--- src/rtl/thread_swap_scheduler.sv ---
// Round-robin hardware thread scheduler: time-slices NUM_THREADS contexts, drains the pipeline, then swaps PC.
// Optional HW_SCHED_STATS_EN adds a 32-bit swap_count output counting swap_pc strobes.
module thread_swap_scheduler #(
   parameter int          NUM_THREADS = 2,
   parameter int          QUANTUM     = 1024,
   parameter logic [31:0] BOOT_PC     = 32'h6000_0000
) (
   input  logic                           clk,
   input  logic                           rst,
   input  logic                           sched_en,
   input  logic [NUM_THREADS-1:0]         thread_en,
   input  logic                           commit_valid,
   input  logic [31:0]                    commit_next_pc,
   input  logic                           rob_empty,
   input  logic                           flush,
   output logic                           drain_req,
   output logic                           swap_pc,
   output logic [31:0]                    swap_target_pc,
   output logic [$clog2(NUM_THREADS)-1:0] active_tid
`ifdef HW_SCHED_STATS_EN
   ,output logic [31:0]                   swap_count
`endif
);

   localparam int TID_W = $clog2(NUM_THREADS);
   localparam int CNT_W = $clog2(QUANTUM);
   localparam logic [CNT_W-1:0] CNT_LAST = CNT_W'(QUANTUM - 1);

   localparam logic [1:0] ST_RUN   = 2'd0;
   localparam logic [1:0] ST_DRAIN = 2'd1;
   localparam logic [1:0] ST_SWAP  = 2'd2;

   logic [1:0]       state_q, state_d;
   logic [CNT_W-1:0] cnt_q, cnt_d;
   logic [TID_W-1:0] tid_q, tid_d;
   logic [31:0]      ctx_pc_q [NUM_THREADS];
   logic [31:0]      ctx_pc_d [NUM_THREADS];

   logic [TID_W-1:0] next_tid;
   logic [TID_W-1:0] scan_tid;
   logic             other_en;
   logic             slice_end;

   // Scan from farthest to nearest so the closest enabled successor wins.
   always_comb begin
      next_tid = tid_q;
      other_en = 1'b0;
      scan_tid = tid_q;
      for (int k = NUM_THREADS - 1; k >= 1; k--) begin
         scan_tid = TID_W'((int'(tid_q) + k) % NUM_THREADS);
         if (thread_en[scan_tid]) begin
            next_tid = scan_tid;
            other_en = 1'b1;
         end
      end
   end

   // A disabled active thread ends its slice early, same as quantum expiry.
   assign slice_end = (cnt_q == CNT_LAST) || !thread_en[tid_q];

   always_comb begin
      state_d  = state_q;
      cnt_d    = cnt_q;
      tid_d    = tid_q;
      ctx_pc_d = ctx_pc_q;

      if (commit_valid && (state_q == ST_RUN || state_q == ST_DRAIN)) begin
         ctx_pc_d[tid_q] = commit_next_pc;
      end

      case (state_q)
         ST_RUN: begin
            if (!sched_en) begin
               cnt_d = '0;
            end else if (slice_end && other_en) begin
               state_d = ST_DRAIN;
               cnt_d   = '0;
            end else if (cnt_q == CNT_LAST) begin
               cnt_d = '0;
            end else begin
               cnt_d = cnt_q + CNT_W'(1);
            end
         end
         ST_DRAIN: begin
            if (!sched_en) begin
               state_d = ST_RUN;
            end else if (rob_empty && !flush) begin
               state_d = ST_SWAP;
            end
         end
         ST_SWAP: begin
            state_d = ST_RUN;
            tid_d   = next_tid;
         end
         default: state_d = ST_RUN;
      endcase
   end

   always_ff @(posedge clk) begin
      if (rst) begin
         state_q <= ST_RUN;
         cnt_q   <= '0;
         tid_q   <= '0;
         for (int i = 0; i < NUM_THREADS; i++) begin
            ctx_pc_q[i] <= BOOT_PC + 32'(i) * 32'h0010_0000;
         end
      end else begin
         state_q  <= state_d;
         cnt_q    <= cnt_d;
         tid_q    <= tid_d;
         ctx_pc_q <= ctx_pc_d;
      end
   end

   assign drain_req      = (state_q == ST_DRAIN) || (state_q == ST_SWAP);
   // Reset in the SWAP cycle must suppress the strobe immediately.
   assign swap_pc        = (state_q == ST_SWAP) && !rst;
   assign swap_target_pc = (state_q == ST_SWAP) ? ctx_pc_q[next_tid] : ctx_pc_q[tid_q];
   assign active_tid     = tid_q;

`ifdef HW_SCHED_STATS_EN
   logic [31:0] swap_count_q, swap_count_d;

   always_comb begin
      swap_count_d = swap_count_q + {31'd0, swap_pc};
   end

   always_ff @(posedge clk) begin
      if (rst) begin
         swap_count_q <= '0;
      end else begin
         swap_count_q <= swap_count_d;
      end
   end

   assign swap_count = swap_count_q;
`endif

endmodule
--- config.mk ---
export PLATFORM = sky130hd
export DESIGN_NAME = thread_swap_scheduler
export DESIGN_NICKNAME = d
export VERILOG_FILES = /design/src/rtl/thread_swap_scheduler.sv
export SDC_FILE = /design/constraint.sdc
export NUM_CORES = 1
export LEC_CHECK = 0
export ABC_AREA = 1
export BUFFER_PORTS_ARGS = -buffer_cell sky130_fd_sc_hd__buf_4
export CORE_ASPECT_RATIO = 0.8
export CORE_MARGIN = 1.5
export CORE_UTILIZATION = 48
export DETAILED_ROUTE_END_ITERATION = 10
export PLACE_DENSITY = 0.81
export SLEW_MARGIN = 20
export SYNTH_ARGS = -nofsm -noshare
export SYNTH_HDL_FRONTEND = slang
export SYNTH_SLANG_ARGS = --single-unit
--- constraint.sdc ---
create_clock -name clk -period 1.66 [get_ports clk]
set_clock_uncertainty 0.05 [all_clocks]
set_input_delay 0.332 -clock clk [delete_from_list [all_inputs] [get_ports clk]]
set_output_delay 0.332 -clock clk [all_outputs]
set_load 0.005 [all_outputs]
==> impl_metrics.csv, run 1 <==
group,metric,value,unit
status,outcome,"finished with violations",
status,failed_checks,"negative setup slack",
detailed_routing,drc,0,
die,fp.dieW,96.6,um
critical_path,crit_top_cell,"inv_2",
timing,setup_viol,32,
final_layout,fin_nets,583,
global_route,grt_pass1_wl,12400,um
detailed_routing,dr.pass1.iters,4,
critical_path,cp_cell_sequence,"inv_2 -> ha_4 -> inv_2 -> o21ai_2 -> nand2_2 -> buf_8 -> o21ai_1 -> buf_4",
clocking,clockBufferDepth,2,
final_layout,drive_gt1_share,26.7,%
critical_path,crit_slowest_cell,"dfxtp_2",
synth,yosysUniqueCellTypes,28,
critical_path,rr_endpoint,"ctx_pc_q[34]",
timing,slew_headroom,82.5,%
synth,synth.ff_latch_count,77,
timing,rsz0062_at_grt,"yes",
timing,drv_slew,0,
clocking,clk_pin_slew,0.08,ns
die,die_height,77.9,um
clocking,root_buffer,"clkbuf_8",
global_route,grt_max_degree,45,
synth,ys_warn_count,0,
global_route,grtUsageTotal,21.4,%
critical_path,slowest_delay,0.33,ns
clocking,ctsHoldBuffers,0,
die,io_pins,75,
global_route,first_global_vias,2822,
hold_path,min_from,"commit_next_pc[30]",
hold_path,whs_endpoint,"ctx_pc_q[62]",
critical_path,endpoint_kind,"output pin",
synth,syn_nets,504,
detailed_routing,vias,3233,
placed_design,dpl.hpwl,5340,um
critical_path,crit_type,"register to output pin",
global_route,antenna_found_initial,0,
timing,final.setup.tns,-11.16,ns
die,row_count,27,
synth,synth_seq_area_share,45.9,%
final_layout,area_delta_synth_final,32.6,%
placed_design,place.gp.congestion,0.851,
critical_path,r2r_slack,0.06,ns
detailed_routing,viasPerCell,5.13,
critical_path,r2r_start,"state_q[0]",
hold_path,holdPathStages,3,
detailed_routing,drt-total-wl,8270,um
die,fp.dieArea,7520,sq um
power,power_leakage,1.87,nW
detailed_routing,wl_per_cell,13.1,um
critical_path,reg2regPathDepth,8,
power,peakVddDrop,0.530,mV
critical_path,crit_fanout,17,
timing,hold_viol,0,
final_layout,antenna_cells,0,
synth,syn_avg_cell_area,7.31,sq um
synth,syn_area,3360,sq um
placed_design,port-buffer-count,74,
power,power,5.11,mW
critical_path,required,1.28,ns
critical_path,crit_start,"state_q[0]",
clocking,worstSkewPairLatency,0.35,ns
clocking,numCtsBuffers,9,
timing,min_period,2.04,ns
final_layout,nFillCells,587,
clocking,htree_levels,3,
timing,fmax,0.490,GHz
critical_path,worstPathArrival,1.66,ns
detailed_routing,ant_nets,0,
global_route,overflow,0,
timing,tightestPinTransition,0.260,ns
detailed_routing,drt-initial-drc-count,133,
timing,worst_slack,-0.380,ns
flow_run,maxCapViolations,0,
timing,finalCritPeriodShare,123,%
clocking,cts_tree,"done",
clocking,clock_sinks,77,
hold_path,hp-class,"input port to register",
die,core_area,6820,sq um
die,start_util,49.3,%
synth,synth_cells,460,
power,power.density,1150,nW/um^2
critical_path,worstSetupStartpointType,"register",
-- Yosys cell counts --
| cell | n | area [sq um] |
|---|---|---|
| nand2_1 | 128 | 480 |
| dfxtp_1 | 77 | 1540 |
| a21oi_1 | 65 | 325 |
| o21ai_0 | 56 | 280 |
| inv_1 | 49 | 184 |
| nor2_1 | 16 | 60.1 |
| nand3_1 | 10 | 50.1 |
| buf_2 | 8 | 40.0 |
| clkbuf_1 | 8 | 30.0 |
| buf_6 | 7 | 78.8 |
| o21ai_1 | 6 | 30.0 |
| ha_1 | 4 | 50.1 |
| xor2_1 | 4 | 35.0 |
| buf_4 | 3 | 22.5 |
| nor2_2 | 3 | 18.8 |
| a31o_2 | 2 | 17.5 |
| nand2_2 | 2 | 12.5 |
| nand3_4 | 2 | 35.0 |
| buf_1 | 1 | 3.75 |
| inv_2 | 1 | 3.75 |
| nand3_2 | 1 | 10.0 |
| nand4_1 | 1 | 6.26 |
| nand4_2 | 1 | 12.5 |
| nor3_1 | 1 | 5.00 |
| o211ai_1 | 1 | 7.51 |
| o22ai_1 | 1 | 6.26 |
| or2_2 | 1 | 6.26 |
| or2_4 | 1 | 8.76 |
-- metrics by stage --
step	hold slack [ns]	instances	setup WS [ns]	instance area, sq um	utilization, %
floorplan	0.374	460	0.0323	3360	-
global placement	0.382	610	-0.167	4030	59.1
detailed placement	0.389	610	-0.199	4030	59.1
CTS	0.129	625	-0.379	4330	63.5
global route	0.141	630	-0.456	4460	65.3
finish	0.140	630	-0.380	4460	65.3
-- per-layer routing --
layer	vias up	wire, um	global-route usage, %
li1	1632	-	-
met1	1488	3650	26.3
met2	100	4010	35.4
met3	13	502	6.76
met4	0	109	6.67
met5	-	0	0
-- power breakdown --
part           total (mW)  internal [mW]  switching (mW)
clock network        1.60          0.925           0.677
registers            2.08           2.02          0.0632
logic                1.43          0.691           0.734
-- cell usage in the layout, fill, tap and decap left out, types with 3 or more instances in the layout --
cell and n:
a21oi_1 65, buf_12 5, o21ai_0 23, o21ai_2 7
nor2_1 14, o21ai_1 32, dfxtp_1 75, nand2_2 7
nand2_1 123, buf_4 85, inv_1 45, nor2_4 4
clkbuf_8 11, xor2_1 4, nand3_1 10, inv_2 3
-- worst max-delay path by stage --
| stage | endpoint | slack, ns | cells past startpoint |
|---|---|---|---|
| global placement | swap_target_pc[25] | -0.17 | 8 |
| CTS | swap_target_pc[17] | -0.38 | 8 |
| finish | swap_target_pc[20] | -0.38 | 8 |
| floorplan | swap_target_pc[0] | 0.03 | 7 |
| global route | swap_target_pc[17] | -0.46 | 8 |
| detailed placement | swap_target_pc[25] | -0.20 | 8 |
-- sequential cells by signal, summed over array words and instances, names as in the netlist --
name	flops
active_tid	1
state_q	2
cnt_q	10
ctx_pc_q	64
-- critical path: cells and delay by family (launching register included) --
kind | cells | cell delay, ns
flops | 1 | 0.33
buf+inv | 4 | 0.44
simple gates | 1 | 0.12
fa+ha+maj | 1 | 0.14
compound gates | 2 | 0.29
-- what timing repair did --
item,4_1_cts,5_1_grt
buffers inserted,0,3
endpoints found under the hold margin,0,0
pin swaps,0,2
endpoints found under the setup margin,81,87
resized for setup,47,22
cloned,0,2
-- area by class of cell --
type | count | area (sq um) | share of cell area [%]
sequential | 77 | 1540 | 34.6
inverter | 50 | 195 | 4.38
multi-input combinational | 306 | 1560 | 34.9
tap | 87 | 109 | 2.44
clock inverter | 3 | 68.8 | 1.54
clock buffer | 12 | 155 | 3.48
timing repair buffer | 95 | 830 | 18.6
-- cells by family (layout without fill, tap and decap cells) --
| group | after synthesis | count (layout) | synth area share, % |
|---|---|---|---|
| flip-flops | 77 | 77 | 45.9 |
| AND/OR/NAND/NOR | 167 | 167 | 21.0 |
| adder cells (fa/ha/maj) | 4 | 4 | 1.49 |
| AO/OA/AOI/OAI | 131 | 131 | 19.8 |
| XOR/XNOR | 4 | 4 | 1.04 |
| buffers and inverters | 77 | 160 | 10.8 |
Power figures use the tool's default switching activity.
==> run 2: changes to the inputs <==
- CORE_MARGIN: 1.5 -> 2
==> impl_metrics.csv, run 2 (synthesized netlist as in run 1, its figures left out) <==
group,metric,value,unit
status,outcome,"finished with violations",
status,failed_checks,"negative setup slack",
critical_path,endpoint_kind,"output pin",
final_layout,top_register,"ctx_pc_q",
timing,slew_headroom,77.9,%
timing,min_period,2.13,ns
critical_path,crit_fanout,7,
placed_design,dpl.hpwl,5320,um
critical_path,r2r_slack,-0.06,ns
detailed_routing,drt-initial-drc-count,261,
die,start_util,49.3,%
die,die_height,78.9,um
timing,rsz0062_at_grt,"yes",
die,row_count,27,
placed_design,place.gp.congestion,0.834,
clocking,cts_tree,"done",
critical_path,worstPathArrival,1.75,ns
final_layout,multi_input_comb_area,1930,sq um
global_route,overflow,0,
clocking,numCtsBuffers,9,
detailed_routing,wl_per_cell,17.0,um
final_layout,layout_commonest_cell,"nand2_1",
final_layout,final_cell_mix,"nand2_1, buf_4, dfxtp_1",
die,io_pins,75,
critical_path,required,1.28,ns
final_layout,area_delta_synth_final,59.5,%
final_layout,fin_util,78.6,%
final_layout,nFillCells,415,
global_route,grt_pass1_wl,14400,um
detailed_routing,drt-total-wl,11200,um
clocking,root_buffer,"clkbuf_8",
placed_design,dp.cells,611,
critical_path,crit_slowest_cell,"dfxtp_2",
die,core_area,6820,sq um
power,power_leakage,2.33,nW
critical_path,reg2regPathDepth,9,
timing,tightestPinTransition,0.331,ns
clocking,clockBufferDepth,2,
timing,fmax,0.468,GHz
clocking,worstSkewPairLatency,0.35,ns
timing,finalCritPeriodShare,129,%
final_layout,largest_register_ff_count,64,
die,fp.dieW,97.6,um
power,power,6.06,mW
final_layout,seq_area,1550,sq um
final_layout,drive_gt1_share,43.1,%
timing,setup_viol,54,
flow_run,maxCapViolations,0,
hold_path,hp-class,"input port to register",
detailed_routing,drc,0,
timing,whs,0.141,ns
die,fp.dieArea,7690,sq um
global_route,antenna_found_initial,0,
placed_design,port-buffer-count,74,
timing,worst_slack,-0.475,ns
detailed_routing,dr.pass1.iters,5,
critical_path,r2r_start,"state_q[0]",
clocking,htree_levels,3,
final_layout,layout.cells.non_filler,658,
clocking,clock_sinks,77,
critical_path,crit_type,"register to output pin",
final_layout,antenna_cells,0,
critical_path,crit_path_end,"swap_target_pc[16]",
power,peakVddDrop,0.827,mV
critical_path,worstSetupStartpointType,"register",
placed_design,post-place-ws,-0.256,ns
global_route,first_global_vias,3132,
critical_path,cp_cell_sequence,"inv_2 -> ha_4 -> inv_4 -> o21ai_4 -> nand2_4 -> buf_12 -> clkbuf_16 -> nand2_1 -> o21ai_1 -> buf_4",
critical_path,crit_start,"state_q[0]",
detailed_routing,ant_nets,0,
critical_path,rr_endpoint,"ctx_pc_q[14]",
detailed_routing,vias,3603,
final_layout,fin_nets,610,
timing,hold_viol,0,
clocking,clk_pin_slew,0.07,ns
global_route,grt_max_degree,47,
global_route,grtUsageTotal,23.3,%
power,power.density,1130,nW/um^2
final_layout,top_regs,"ctx_pc_q (64), cnt_q (10), state_q (2)",
timing,drv_slew,0,
critical_path,slowest_delay,0.33,ns
detailed_routing,viasPerCell,5.48,
run 2: cell count changes in the layout (fill, tap and decap cells not counted), sizes merged:
cell | previous run | this run
bufinv | 2 | 3
buf | 93 | 114
clkinv | 1 | 2
clkbuf | 14 | 19
run 2: cell type report:
type	instances	area share [%]
Clock buffer	12	2.71
Clock inverter	4	1.77
Inverter	50	4.01
Multi-Input combinational cell	306	35.9
Sequential cell	77	28.8
Tap cell	87	2.03
Timing Repair Buffer	121	24.5
Timing Repair inverter	1	0.210
run 2: repair_timing:
| action | in CTS | in global routing |
|---|---|---|
| setup buffers | 6 | 12 |
| cloned | 7 | 10 |
| pin swaps | 10 | 25 |
| hold buffers | 0 | 0 |
| endpoints found under the setup margin | 89 | 89 |
| gates resized for setup | 101 | 120 |
run 2: power breakdown:
part           internal [mW]  switching [mW]  total (mW)
clock network           1.04           0.684        1.72
registers               2.02          0.0803        2.10
logic                   1.16            1.07        2.23
total                   4.22            1.84        6.06
run 2: how the worst min path moves through the flow:
stage	depth (start not counted)	slack (ns)	from	to
4_1_cts	3	0.14	commit_next_pc[30]	ctx_pc_q[62]
5_1_grt	3	0.14	commit_next_pc[29]	ctx_pc_q[29]
3_5_place_dp	2	0.39	ctx_pc_q[56]	ctx_pc_q[56]
6_report	3	0.14	commit_next_pc[30]	ctx_pc_q[62]
3_3_place_gp	2	0.38	ctx_pc_q[49]	ctx_pc_q[49]
2_1_floorplan	2	0.37	ctx_pc_q[60]	ctx_pc_q[60]
run 2: metal layers:
| metal | wire (um) | GRT usage (%) | vias to the layer above |
|---|---|---|---|
| met1 | 4430 | 28.7 | 1708 |
| li1 | - | - | 1705 |
| met5 | 0 | 0 | - |
| met4 | 285 | 6.67 | 0 |
| met2 | 5810 | 40.8 | 161 |
| met3 | 682 | 6.07 | 29 |
run 2: metrics by stage:
step	instance area [sq um]	TNS, ns
finish	5360	-14.36
global placement	4030	-5.35
CTS	4710	-13.23
floorplan	3360	0
global route	5360	-18.55
detailed placement	4030	-8.98
run 2: critical path: cells and delay by family (launching register included):
kind | cells | cell delay, ns
flops | 1 | 0.33
simple gates | 2 | 0.16
compound gates | 2 | 0.19
buf+inv | 5 | 0.56
fa+ha+maj | 1 | 0.15
